--- src/rtl/alu_seq_ctrl_pkg.sv ---
// Shared ALU opcode constants and the sequencer state encoding.
package alu_seq_ctrl_pkg;

    localparam logic [2:0] ALU_ADD = 3'b000;
    localparam logic [2:0] ALU_SUB = 3'b001;
    localparam logic [2:0] ALU_SLT = 3'b010;
    localparam logic [2:0] ALU_SRL = 3'b011;
    localparam logic [2:0] ALU_SLL = 3'b100;
    localparam logic [2:0] ALU_OR  = 3'b101;
    localparam logic [2:0] ALU_AND = 3'b110;
    localparam logic [2:0] ALU_XOR = 3'b111;

    typedef enum logic [2:0] {
        StIdle,
        StMulAdd,
        StMulShl,
        StDivCmp,
        StDivSub,
        StDone
    } state_e;

endpackage

--- src/rtl/alu_seq_ctrl.sv ---
// Multi-cycle unsigned multiply / divide sequencer driving an external shared ALU,
// one ALU operation per cycle (shift-add multiply, restoring divide).
module alu_seq_ctrl
    import alu_seq_ctrl_pkg::*;
#(
    parameter int unsigned WIDTH = 32,
    parameter int unsigned CNT_W = 5
) (
    input  logic             clk,
    input  logic             rst,
    input  logic             start,
    input  logic             op_div,
    input  logic [WIDTH-1:0] src_a,
    input  logic [WIDTH-1:0] src_b,
    output logic             busy,
    output logic             done,
    output logic [WIDTH-1:0] result_lo,
    output logic [WIDTH-1:0] result_hi,
    output logic [WIDTH-1:0] alu_a,
    output logic [WIDTH-1:0] alu_b,
    output logic [2:0]       alu_op,
    input  logic [WIDTH-1:0] alu_out
);

    state_e           state_q, state_d;
    logic [WIDTH-1:0] acc_q, acc_d;
    logic [WIDTH-1:0] mcand_q, mcand_d;
    logic [WIDTH-1:0] mplier_q, mplier_d;
    logic [WIDTH-1:0] rem_q, rem_d;
    logic [WIDTH-1:0] quo_q, quo_d;
    logic [WIDTH-1:0] div_q, div_d;
    logic             lt_q, lt_d;
    logic [CNT_W-1:0] cnt_q, cnt_d;
    logic [WIDTH-1:0] res_lo_q, res_lo_d;
    logic [WIDTH-1:0] res_hi_q, res_hi_d;

    logic             last_iter;
    logic [WIDTH-1:0] rem_shift;
    logic [WIDTH-1:0] rem_next;

    assign last_iter = (cnt_q == {CNT_W{1'b1}});
    assign rem_shift = {rem_q[WIDTH-2:0], quo_q[WIDTH-1]};
    // A bit shifted out of rem means the partial remainder exceeds 2^WIDTH, so always subtract.
    assign rem_next  = lt_q ? rem_q : alu_out;

    always_comb begin
        state_d  = state_q;
        acc_d    = acc_q;
        mcand_d  = mcand_q;
        mplier_d = mplier_q;
        rem_d    = rem_q;
        quo_d    = quo_q;
        div_d    = div_q;
        lt_d     = lt_q;
        cnt_d    = cnt_q;
        res_lo_d = res_lo_q;
        res_hi_d = res_hi_q;
        alu_a    = '0;
        alu_b    = '0;
        alu_op   = ALU_ADD;

        unique case (state_q)
            StIdle: begin
                if (start) begin
                    cnt_d = '0;
                    if (!op_div) begin
                        acc_d    = '0;
                        mcand_d  = src_a;
                        mplier_d = src_b;
                        state_d  = StMulAdd;
                    end else if (src_b != '0) begin
                        rem_d   = '0;
                        quo_d   = src_a;
                        div_d   = src_b;
                        state_d = StDivCmp;
                    end else begin
                        res_lo_d = '1;
                        res_hi_d = src_a;
                        state_d  = StDone;
                    end
                end
            end
            StMulAdd: begin
                alu_a   = acc_q;
                alu_b   = mplier_q[0] ? mcand_q : '0;
                alu_op  = ALU_ADD;
                acc_d   = alu_out;
                state_d = StMulShl;
            end
            StMulShl: begin
                alu_a    = mcand_q;
                alu_b    = WIDTH'(1);
                alu_op   = ALU_SLL;
                mcand_d  = alu_out;
                mplier_d = mplier_q >> 1;
                cnt_d    = cnt_q + CNT_W'(1);
                if (last_iter) begin
                    res_lo_d = acc_q;
                    res_hi_d = '0;
                    state_d  = StDone;
                end else begin
                    state_d = StMulAdd;
                end
            end
            StDivCmp: begin
                alu_a   = rem_shift;
                alu_b   = div_q;
                alu_op  = ALU_SLT;
                lt_d    = alu_out[0] & ~rem_q[WIDTH-1];
                rem_d   = rem_shift;
                quo_d   = quo_q << 1;
                state_d = StDivSub;
            end
            StDivSub: begin
                alu_a  = rem_q;
                alu_b  = div_q;
                alu_op = ALU_SUB;
                rem_d  = rem_next;
                quo_d  = {quo_q[WIDTH-1:1], quo_q[0] | ~lt_q};
                cnt_d  = cnt_q + CNT_W'(1);
                if (last_iter) begin
                    res_lo_d = {quo_q[WIDTH-1:1], quo_q[0] | ~lt_q};
                    res_hi_d = rem_next;
                    state_d  = StDone;
                end else begin
                    state_d = StDivCmp;
                end
            end
            StDone: begin
                state_d = StIdle;
            end
            default: begin
                state_d = StIdle;
            end
        endcase
    end

    always_ff @(posedge clk or posedge rst) begin
        if (rst) begin
            state_q  <= StIdle;
            acc_q    <= '0;
            mcand_q  <= '0;
            mplier_q <= '0;
            rem_q    <= '0;
            quo_q    <= '0;
            div_q    <= '0;
            lt_q     <= 1'b0;
            cnt_q    <= '0;
            res_lo_q <= '0;
            res_hi_q <= '0;
        end else begin
            state_q  <= state_d;
            acc_q    <= acc_d;
            mcand_q  <= mcand_d;
            mplier_q <= mplier_d;
            rem_q    <= rem_d;
            quo_q    <= quo_d;
            div_q    <= div_d;
            lt_q     <= lt_d;
            cnt_q    <= cnt_d;
            res_lo_q <= res_lo_d;
            res_hi_q <= res_hi_d;
        end
    end

    assign busy      = (state_q != StIdle);
    assign done      = (state_q == StDone);
    assign result_lo = res_lo_q;
    assign result_hi = res_hi_q;

endmodule
--- config.mk ---
export PLATFORM = sky130hd
export DESIGN_NAME = alu_seq_ctrl
export DESIGN_NICKNAME = d
export VERILOG_FILES = /design/src/rtl/alu_seq_ctrl_pkg.sv /design/src/rtl/alu_seq_ctrl.sv
export SDC_FILE = /design/constraint.sdc
export NUM_CORES = 1
export LEC_CHECK = 0
export BUFFER_PORTS_ARGS = -buffer_cell sky130_fd_sc_hd__buf_2
export CAP_MARGIN = 25
export CORE_ASPECT_RATIO = 0.7
export CORE_MARGIN = 2
export CORE_UTILIZATION = 56
export CTS_CLUSTER_SIZE = 20
export DETAILED_ROUTE_END_ITERATION = 12
export GPL_TIMING_DRIVEN = 0
export PLACE_DENSITY = 0.9
export SYNTH_ARGS = -nofsm -noshare
export SYNTH_HDL_FRONTEND = slang
export SYNTH_SLANG_ARGS = --single-unit
--- constraint.sdc ---
create_clock -name clk -period 12.14 [get_ports clk]
set_input_delay 2.428 -clock clk [delete_from_list [all_inputs] [get_ports clk]]
set_output_delay 2.428 -clock clk [all_outputs]
set_load 0.02 [all_outputs]
==> results.ini, run 1 <==
[run_status]
status = finished clean

[worst_setup_path]
cp_max_fo = 10
required_ns = 9.71
crit_path_cell_trace = nor2b_2 -> nand2b_1 -> buf_2 -> inv_2 -> clkbuf_1 -> buf_2 -> a221o_1 -> buf_2
crit_top_cell = buf_2
worst_r2r_endpoint = result_lo[19]
r2r-start = state_q[0]
rrSetupSlack_ns = 9.60
start_kind = flop
worstPathArrival_ns = 3.14
slowest_stage = clkbuf_1
worst_path_largest_cell_delay_ns = 0.50
crit_type = flop to output pin
ff2ff_path_depth = 7
endpoint_kind = output pin

[sta]
final-max-slew-violation-count = 0
hold_viol = 0
holdWs_ns = 0.483
worst_slew_pin_slew_ns = 0.700
setup_viol = 0
fmax_mhz = 180
final.period_utilization = 0.459
slew-limit-headroom = 0.534
min_period_ns = 5.57
grt_setup_unrepaired = no
fin_worst_skew_ns = 0.0134

[drt]
num_vias = 11800
first_iter_violations = 1741
wl_per_cell_um = 24.9
first_pass_iters = 7
wirelength_mm = 44.1
ant_nets = 0
drc = 0
via_per_inst = 6.66

[power_and_ir_drop]
powerDensity_nw_per_um2 = 124
ir_drop_mv = 0.106
leakagePower_nw = 8.06
totalPowerFinal_mw = 1.93

[clock_tree]
root_buffer = clkbuf_16
h-tree-depth = 1
post_cts_buffers = 0
post_cts_resize_count = 0
cts_tree = yes
clock_path_buffers = 3
cts-hold-fix-buffers = 0
cts_sinks = 265
cts_buffers = 26
clock_latency_ns = 0.55
path_clk_slew_ns = 0.07

[flow_run]
cap_violations = 0

[synthesis]
synthAdderAreaFrac = 0.00191
synth_top_area_share = 0.507
netlist_instances = 1176
synth.lib_cells_used.distinct = 42
synth_compound_area_frac = 0.193
synth_mux_area_frac = 0.184
synthSimpleGateAreaFrac = 0.0650
synthTopCellsByArea = dfrtp_1 51%, mux2i_1 12%, a22o_1 6.5%
async_flop_share = 1.00
synth_nets = 1278
synth_top_flop_cell = dfrtp_1
synthesis.area_um2 = 13100
avgSynthCellArea_um2 = 11.1
seq_area_frac_synth = 0.507
ys_ff_latch = 265
synth_edf_count = 0
synth_top_cell_by_area = dfrtp_1
ys_warn_count = 0
synth_top_family_by_area = compound AO/OA/AOI/OAI gates
yosys.area_share.xor_xnor = 0.000669

[die]
rows = 46
fp.dieArea_um2 = 24600
die_h_um = 132
coreArea_um2 = 22800
start_util = 0.574
ios = 233
die_w_um = 187

[global_route]
grt_pass1_wl_mm = 68.1
antenna_found_initial = 7
grt_max_degree = 98
grt_overflow = 0
grt_pass1_vias = 11600
track_usage = 0.355

[cells_and_area]
seq_area_um2 = 6630
nNetsFinal = 1540
syn2layout_area_growth_pct = 19.0
layout_commonest_cell = dfrtp_1
fillerInstances = 1687
multi_input_area_um2 = 5810
drive_gt1_frac = 0.269
layout_common_cells = 265 x dfrtp_1, 259 x buf_2, 156 x mux2i_1
final_util = 0.683

[worst_hold_path]
hold_class = flop to flop
worstHoldStart = mplier_q[16]
hold_end = mplier_q[16]
whs_path_depth = 2

[place]
dp_hpwl_mm = 31.9
portBuffers = 232
globalplace.congestion = 0.946

sequential cells by signal, summed over array words and instances, names as in the netlist:
name	flops
acc_q	32
cnt_q	5
div_q	32
lt_q	1
mcand_q	32
mplier_q	32
quo_q	32
rem_q	32
result_hi	32
result_lo	32
state_q	3
synth_stat cells, types with 2 or more instances:
| cell | instances |
|---|---|
| nor2b_1 | 4 |
| nand3_1 | 2 |
| clkbuf_1 | 48 |
| nor2_1 | 70 |
| nor4_1 | 8 |
| nor3_1 | 2 |
| a22o_1 | 97 |
| mux2_2 | 36 |
| mux2i_1 | 156 |
| nand4_1 | 2 |
| o21ai_1 | 3 |
| and2_1 | 2 |
| o31ai_1 | 2 |
| inv_1 | 36 |
| dfrtp_1 | 265 |
| nor2_2 | 3 |
| nand2_1 | 102 |
| mux2_4 | 29 |
| buf_2 | 27 |
| o21ai_0 | 73 |
| a221o_1 | 64 |
| buf_1 | 6 |
| a21oi_1 | 69 |
| a22oi_1 | 32 |
| buf_4 | 10 |
| ha_1 | 2 |
| nand2b_1 | 2 |
| inv_2 | 3 |
| nand2_2 | 2 |
| buf_6 | 7 |
final cells by class:
cell class	count	area share
clock buffer	38	0.0466
timing repair buffer	234	0.0781
tap	312	0.0251
sequential	265	0.426
multi-input combinational	774	0.373
inverter	39	0.00989
buffer	98	0.0316
antenna	5	0.000804
clock inverter	8	0.00852
power by group:
group / leakage [nW] / switching (mW) / internal [mW] / total [mW]
combinational: 4.35 / 0.0983 / 0.0707 / 0.169
sequential: 3.29 / 0.0250 / 0.904 / 0.929
clock: 0.414 / 0.356 / 0.479 / 0.835
worst max-delay path, delay by kind of cell (launching register included):
family	cells	cell delay [ns]
AOI/OAI and AO/OA	1	0.30
DFF	1	0.47
buffers and inverters	5	1.51
and+or+nand+nor	2	0.31
per-stage QoR:
stage | area [um^2] | worst slack, ns | std cells | TNS, ns
global placement | 14600 | -0.435 | 1720 | -107.51
detailed placement | 14700 | 7.28 | 1722 | 0
floorplan | 13100 | 2.42 | 1176 | 0
global route | 15600 | 6.53 | 1771 | 0
CTS | 15600 | 6.67 | 1768 | 0
finish | 15600 | 6.57 | 1773 | 0
worst max path at each step:
stage,start,end,cells after the start
floorplan,rst,acc_q[0],1
finish,state_q[2],alu_a[13],8
detailed placement,state_q[0],alu_a[13],8
global route,state_q[2],alu_a[13],8
CTS,state_q[2],alu_a[13],8
global placement,rst,result_hi[19],2
routing by layer:
layer	up-vias	wire (um)	global-route usage	share of wire
li1	4863	-	-	-
met1	5789	17600	0.502	0.40
met2	962	18900	0.514	0.43
met3	190	5440	0.0953	0.12
met4	6	2200	0.161	0.050
met5	-	41	0	0.00093
logic make-up (layout without fill, tap and decap cells):
group,after synthesis,after routing
buffers and inverters,137,417
adders and majority gates,2,2
other,0,5
muxes,221,221
and+or+nand+nor,204,204
DFF,265,265
AOI/OAI and AO/OA,346,346
xor gates and xnor gates,1,1
Note: power is estimated with default switching activity, not from simulation.
==> run 2, diff against run 1 <==
- ABC_AREA: not set -> 1
- CORE_UTILIZATION: 56 -> 57
- PLACE_DENSITY: 0.9 -> 0.91
- clock period: 12.14 -> 5.2 ns (I/O delays scaled with it)
==> run 2 against run 1 <==
Clock power grew to 2.5 times the previous value. Register-to-register slack lost 7.1 ns. Largest cell class unchanged. Highest routed layer is now met4. Hold slack got worse by 0.017 ns. Synthesized cell count rose by 54%. Sequential share of layout area down 2.0 points. Clock skew about the same. Die area up 2.7%. Cell count up 36%. Cell area is 5.0% higher. Flip-flop and latch count stayed put. Routed wire length up 17%.
==> results.ini, run 2 <==
[run_status]
status = finished clean

[drt]
ant_nets = 0
via_per_inst = 6.22
wirelength_mm = 51.4
num_vias = 15000
first_pass_iters = 6
drc = 0
wl_per_cell_um = 21.3
first_iter_violations = 2610

[sta]
fmax_mhz = 241
fin_ws_ns = 1.06
worst_slew_pin_slew_ns = 0.852
min_period_ns = 4.14
grt_setup_unrepaired = no
fin_worst_skew_ns = 0.0134
final.period_utilization = 0.797
slew-limit-headroom = 0.432
final-max-slew-violation-count = 0
hold_viol = 0
setup_viol = 0
holdWs_ns = 0.466

[synthesis]
synthesis.area_um2 = 13700
seq_area_frac_synth = 0.484
synth_commonest_cells = 646 x nand2_1, 265 x dfrtp_1, 149 x o21ai_0, 148 x inv_1, 86 x nand3_1
synth.lib_cells_used.distinct = 29
synth_top_cell_by_area = dfrtp_1
synth_edf_count = 0
synth_nets = 1911
synthTopCellsByArea = dfrtp_1 48%, nand2_1 18%, o21ai_0 5.4%
synth_top_flop_cell = dfrtp_1
avgSynthCellArea_um2 = 7.57
ys_warn_count = 0
synth.most_common_cell = nand2_1
netlist_instances = 1809
synth_top_area_share = 0.484
async_flop_share = 1.00
ys_ff_latch = 265

[place]
dp_hpwl_mm = 38.6
post-place-ws_ns = 1.87
dp_cells = 2366
globalplace.congestion = 0.982
dpl_cell_area_um2 = 15400
portBuffers = 232

[cells_and_area]
layout_common_cells = 646 x nand2_1, 282 x buf_2, 265 x dfrtp_1
multi_input_area_um2 = 5880
syn2layout_area_growth_pct = 19.4
seq_area_um2 = 6630
drive_gt1_frac = 0.173
layout.cells.non_filler = 2418
nNetsFinal = 2179
layout_commonest_cell = nand2_1
fillerInstances = 1967
stdcell_area_um2 = 16300

[power_and_ir_drop]
leakagePower_nw = 8.41
powerDensity_nw_per_um2 = 750
totalPowerFinal_mw = 12.3
ir_drop_mv = 0.436

[die]
fp.dieArea_um2 = 25300
die_h_um = 134
coreArea_um2 = 23600
ios = 233
start_util = 0.579
die_w_um = 189
rows = 47

[worst_setup_path]
cp_max_fo = 10
start_kind = flop
worstPathArrival_ns = 3.10
crit_type = flop to output pin
crit_path_cell_trace = nor2_2 -> nand2_1 -> inv_2 -> buf_2 -> buf_1 -> nand2_1 -> o2111ai_1 -> buf_2
required_ns = 4.16
slowest_stage = buf_1
worst_path_largest_cell_delay_ns = 0.68
endpoint_kind = output pin

[clock_tree]
root_buffer = clkbuf_16
cts_tree = yes
cts-hold-fix-buffers = 0
post_cts_resize_count = 0
cts_buffers = 27
clock_path_buffers = 3
h-tree-depth = 1
clock_latency_ns = 0.56
cts_sinks = 265
post_cts_buffers = 0
path_clk_slew_ns = 0.07

[global_route]
grt_pass1_vias = 13800
grt_overflow = 0
track_usage = 0.400
grt_pass1_wl_mm = 77.9
grt_max_degree = 40
antenna_found_initial = 1

[flow_run]
cap_violations = 0

[worst_hold_path]
hold_class = flop to flop

run 2: cell count changes after synthesis, moves of 63 or more:
cell / before / now
nand2_1: 102 / 646
mux2i_1: 156 / 0
inv_1: 36 / 148
a22o_1: 97 / 2
nand3_1: 2 / 86
o21ai_0: 73 / 149
o211ai_1: 0 / 73
a221o_1: 64 / 0
nand4_1: 2 / 65
run 2: cell type report:
type | count | area share
Tap cell | 318 | 0.0243
Antenna cell | 2 | 0.000306
Timing Repair Buffer | 239 | 0.0796
Inverter | 155 | 0.0358
Clock inverter | 13 | 0.0105
Buffer | 131 | 0.0362
Clock buffer | 37 | 0.0473
Sequential cell | 265 | 0.406
Multi-Input combinational cell | 1258 | 0.360
run 2: layer usage:
layer,part of all wire,global-route usage,vias to the layer above
met4,0.050,0.171,0
met5,0,0,-
li1,-,-,6498
met1,0.39,0.582,7086
met3,0.14,0.0893,206
met2,0.42,0.579,1242
run 2: cells by family after synthesis:
group,synth area share
flops,0.484
simple gates,0.274
xor+xnor,0.000640
fa+ha+maj,0.00183
compound gates,0.154
buf+inv,0.0857
run 2: critical path, delay by kind of cell (launching register included):
| family | cells | cell delay, ns |
|---|---|---|
| AND/OR/NAND/NOR | 3 | 0.56 |
| AO/OA/AOI/OAI | 1 | 0.21 |
| flip-flops | 1 | 0.42 |
| buffers and inverters | 4 | 1.35 |
run 2: where the power goes:
| part | total [mW] | switching (mW) | internal, mW |
|---|---|---|---|
| sequential | 3.66 | 0.608 | 3.05 |
| combinational | 6.49 | 4.67 | 1.82 |
| clock | 2.11 | 0.867 | 1.24 |
| total | 12.3 | 6.14 | 6.11 |
run 2: path summary, 6_finish.rpt:
check                              start             to  slack, ns  cells after the start
setup / recovery              state_q[0]      alu_a[10]       1.06                      8
hold / removal             result_lo[20]  result_lo[20]       0.47                      2
setup reg to reg              state_q[2]   result_hi[0]       2.54                     10
hold reg to reg            result_lo[20]  result_lo[20]       0.47                      2
max in group asynchronous            rst       quo_q[6]       3.29                      6
min in group asynchronous            rst    mcand_q[25]       0.54                      2
run 2: metrics by stage:
step | TNS [ns] | utilization
final | 0 | 0.691
after global routing | 0 | 0.691
after CTS | 0 | 0.691
after detailed placement | 0 | 0.651
after floorplan | 0 | -
after global placement | -245.23 | 0.645
==> run 3, diff against run 2 <==
- ABC_AREA: 1 -> 0
- CORE_UTILIZATION: 57 -> 56
- PLACE_DENSITY: 0.91 -> 0.9
- clock period: 5.2 -> 4 ns (I/O delays scaled with it)
==> run 3 against run 2 <==
Clock skew increased by 0.014 ns. Sequential share of layout area rose by 1.7 points. Highest routed layer is now met5. Clock power rose by 22%. Routed wire length fell by 15%. First-iteration DRC count down 36%. Critical path type unchanged. Critical endpoint is now alu_a[13].
==> results.ini, run 3 (synthesis gave the netlist of run 1 again) <==
[run_status]
status = finished clean

[place]
dpl_cell_area_um2 = 14800
globalplace.congestion = 0.944
dp_cells = 1727
portBuffers = 232
dp_hpwl_mm = 32.1

[die]
coreArea_um2 = 22800
rows = 46
fp.dieArea_um2 = 24600
start_util = 0.574
die_w_um = 187
die_h_um = 132
ios = 233

[drt]
via_per_inst = 6.64
first_iter_violations = 1673
first_pass_iters = 6
ant_nets = 0
wl_per_cell_um = 24.7
wirelength_mm = 43.8
num_vias = 11800
drc = 0

[worst_setup_path]
worst_path_largest_cell_delay_ns = 0.51
required_ns = 3.20
endpoint_kind = output pin
crit_path_cell_trace = buf_2 -> nor2_1 -> nand2_2 -> inv_2 -> buf_2 -> buf_1 -> a221o_1 -> buf_2
worstPathArrival_ns = 3.12
crit_top_cell = buf_2
rrSetupSlack_ns = 1.50
slowest_stage = buf_1
path_buf_inv = 5
critPathTopFamily = buffers and inverters
crit_type = flop to output pin
cp_max_fo = 10
start_kind = flop

[power_and_ir_drop]
pwr-share-comb = 0.088
leakagePower_nw = 8.12
powerDensity_nw_per_um2 = 377
p_clk_frac = 0.435
ir_drop_mv = 0.318
seqPwrFrac = 0.476
internal_power_mw = 4.45
p_sw_mw = 1.47
p_sw_frac = 0.249

[sta]
grt_setup_unrepaired = no
fin_worst_skew_ns = 0.0274
final-max-slew-violation-count = 0
min_period_ns = 3.92
fmax_mhz = 255
setup_viol = 0
worst_slew_pin_slew_ns = 0.779
hold_viol = 0
slew-limit-headroom = 0.481
final.period_utilization = 0.980

[global_route]
grt_max_degree = 43
grt_pass1_vias = 11500
track_usage = 0.349
antenna_found_initial = 5
grt_pass1_wl_mm = 67.4
grt_overflow = 0

[cells_and_area]
drive_gt1_frac = 0.276
layout_common_cells = 265 x dfrtp_1, 259 x buf_2, 156 x mux2i_1
stdcell_area_um2 = 15700
fillerInstances = 1643
seq_area_um2 = 6630
final_util = 0.688
layout.cells.non_filler = 1777
multi_input_area_um2 = 5810
nNetsFinal = 1545
layout_commonest_cell = dfrtp_1
syn2layout_area_growth_pct = 19.8

[clock_tree]
clock_latency_ns = 0.55
post_cts_resize_count = 0
cts_sinks = 265
cts-hold-fix-buffers = 0
path_clk_slew_ns = 0.07
post_cts_buffers = 0
cts_buffers = 26
clock_path_buffers = 3
root_buffer = clkbuf_16
h-tree-depth = 1
cts_tree = yes

[flow_run]
cap_violations = 0

[worst_hold_path]
hold_class = input port to asynchronous set/reset pin

## run 3: changes by cell type in the layout (fill, tap and decap cells not counted), moves of 38 or more
| cell | change |
|---|---|
| nand2_1 | -544 |
| mux2i_1 | +156 |
| inv_1 | -112 |
| a22o_1 | +95 |
| nand3_1 | -84 |
| o21ai_0 | -76 |
| o211ai_1 | -73 |
| a221o_1 | +64 |
| nand4_1 | -63 |
| a21oi_1 | +38 |
## run 3: worst register-to-register path: cells and delay by family, from the launching register on
family / cells / cell delay, ns
compound gates: 1 / 0.29
simple gates: 2 / 0.54
flops: 1 / 0.47
buf+inv: 3 / 1.14
## run 3: per-stage QoR
step / setup WS (ns) / hold WS, ns / power (mW) / TNS [ns]
floorplan: -0.298 / 0.450 / 3.14 / -78.84
global placement: -1.81 / 0.461 / 3.34 / -473.12
detailed placement: 0.793 / 0.470 / 3.37 / 0
CTS: 0.226 / 0.319 / 5.90 / 0
global route: 0.0637 / 0.351 / 6.06 / 0
finish: 0.0783 / 0.309 / 5.92 / 0
## run 3: layer usage
| metal | vias to the layer above | track usage | wire (um) |
|---|---|---|---|
| li1 | 4875 | - | - |
| met1 | 5824 | 0.490 | 17700 |
| met2 | 938 | 0.509 | 18700 |
| met3 | 165 | 0.102 | 5370 |
| met4 | 4 | 0.143 | 2000 |
| met5 | - | 0 | 23 |
## run 3: worst paths after layout
kind / startpoint / endpoint / depth (start not counted)
worst min register to register: mplier_q[3] / mplier_q[3] / 2
worst max register to register: state_q[2] / rem_q[9] / 6
min in group clk: mplier_q[3] / mplier_q[3] / 2
max in group asynchronous: rst / result_hi[21] / 7
worst min-delay path: rst / result_hi[8] / 2
worst max-delay path: state_q[0] / alu_a[13] / 8
## run 3: area by class of cell
cell class / count / area share
inverters: 39 / 0.00958
flip-flops and latches: 265 / 0.423
plain buffers: 98 / 0.0314
well taps: 312 / 0.0249
multi-input cells: 774 / 0.371
clock buffers: 38 / 0.0495
repair buffers: 239 / 0.0830
diodes: 2 / 0.000319
clock inverters: 10 / 0.00766
## run 3: power groups by stage
stage | logic, mW | clock network [mW] | registers (mW)
finish | 0.523 | 2.57 | 2.82
detailed placement | 0.509 | 0 | 2.86
floorplan | 0.302 | 0 | 2.84
global placement | 0.480 | 0 | 2.86
global route | 0.556 | 2.69 | 2.82
CTS | 0.515 | 2.58 | 2.81
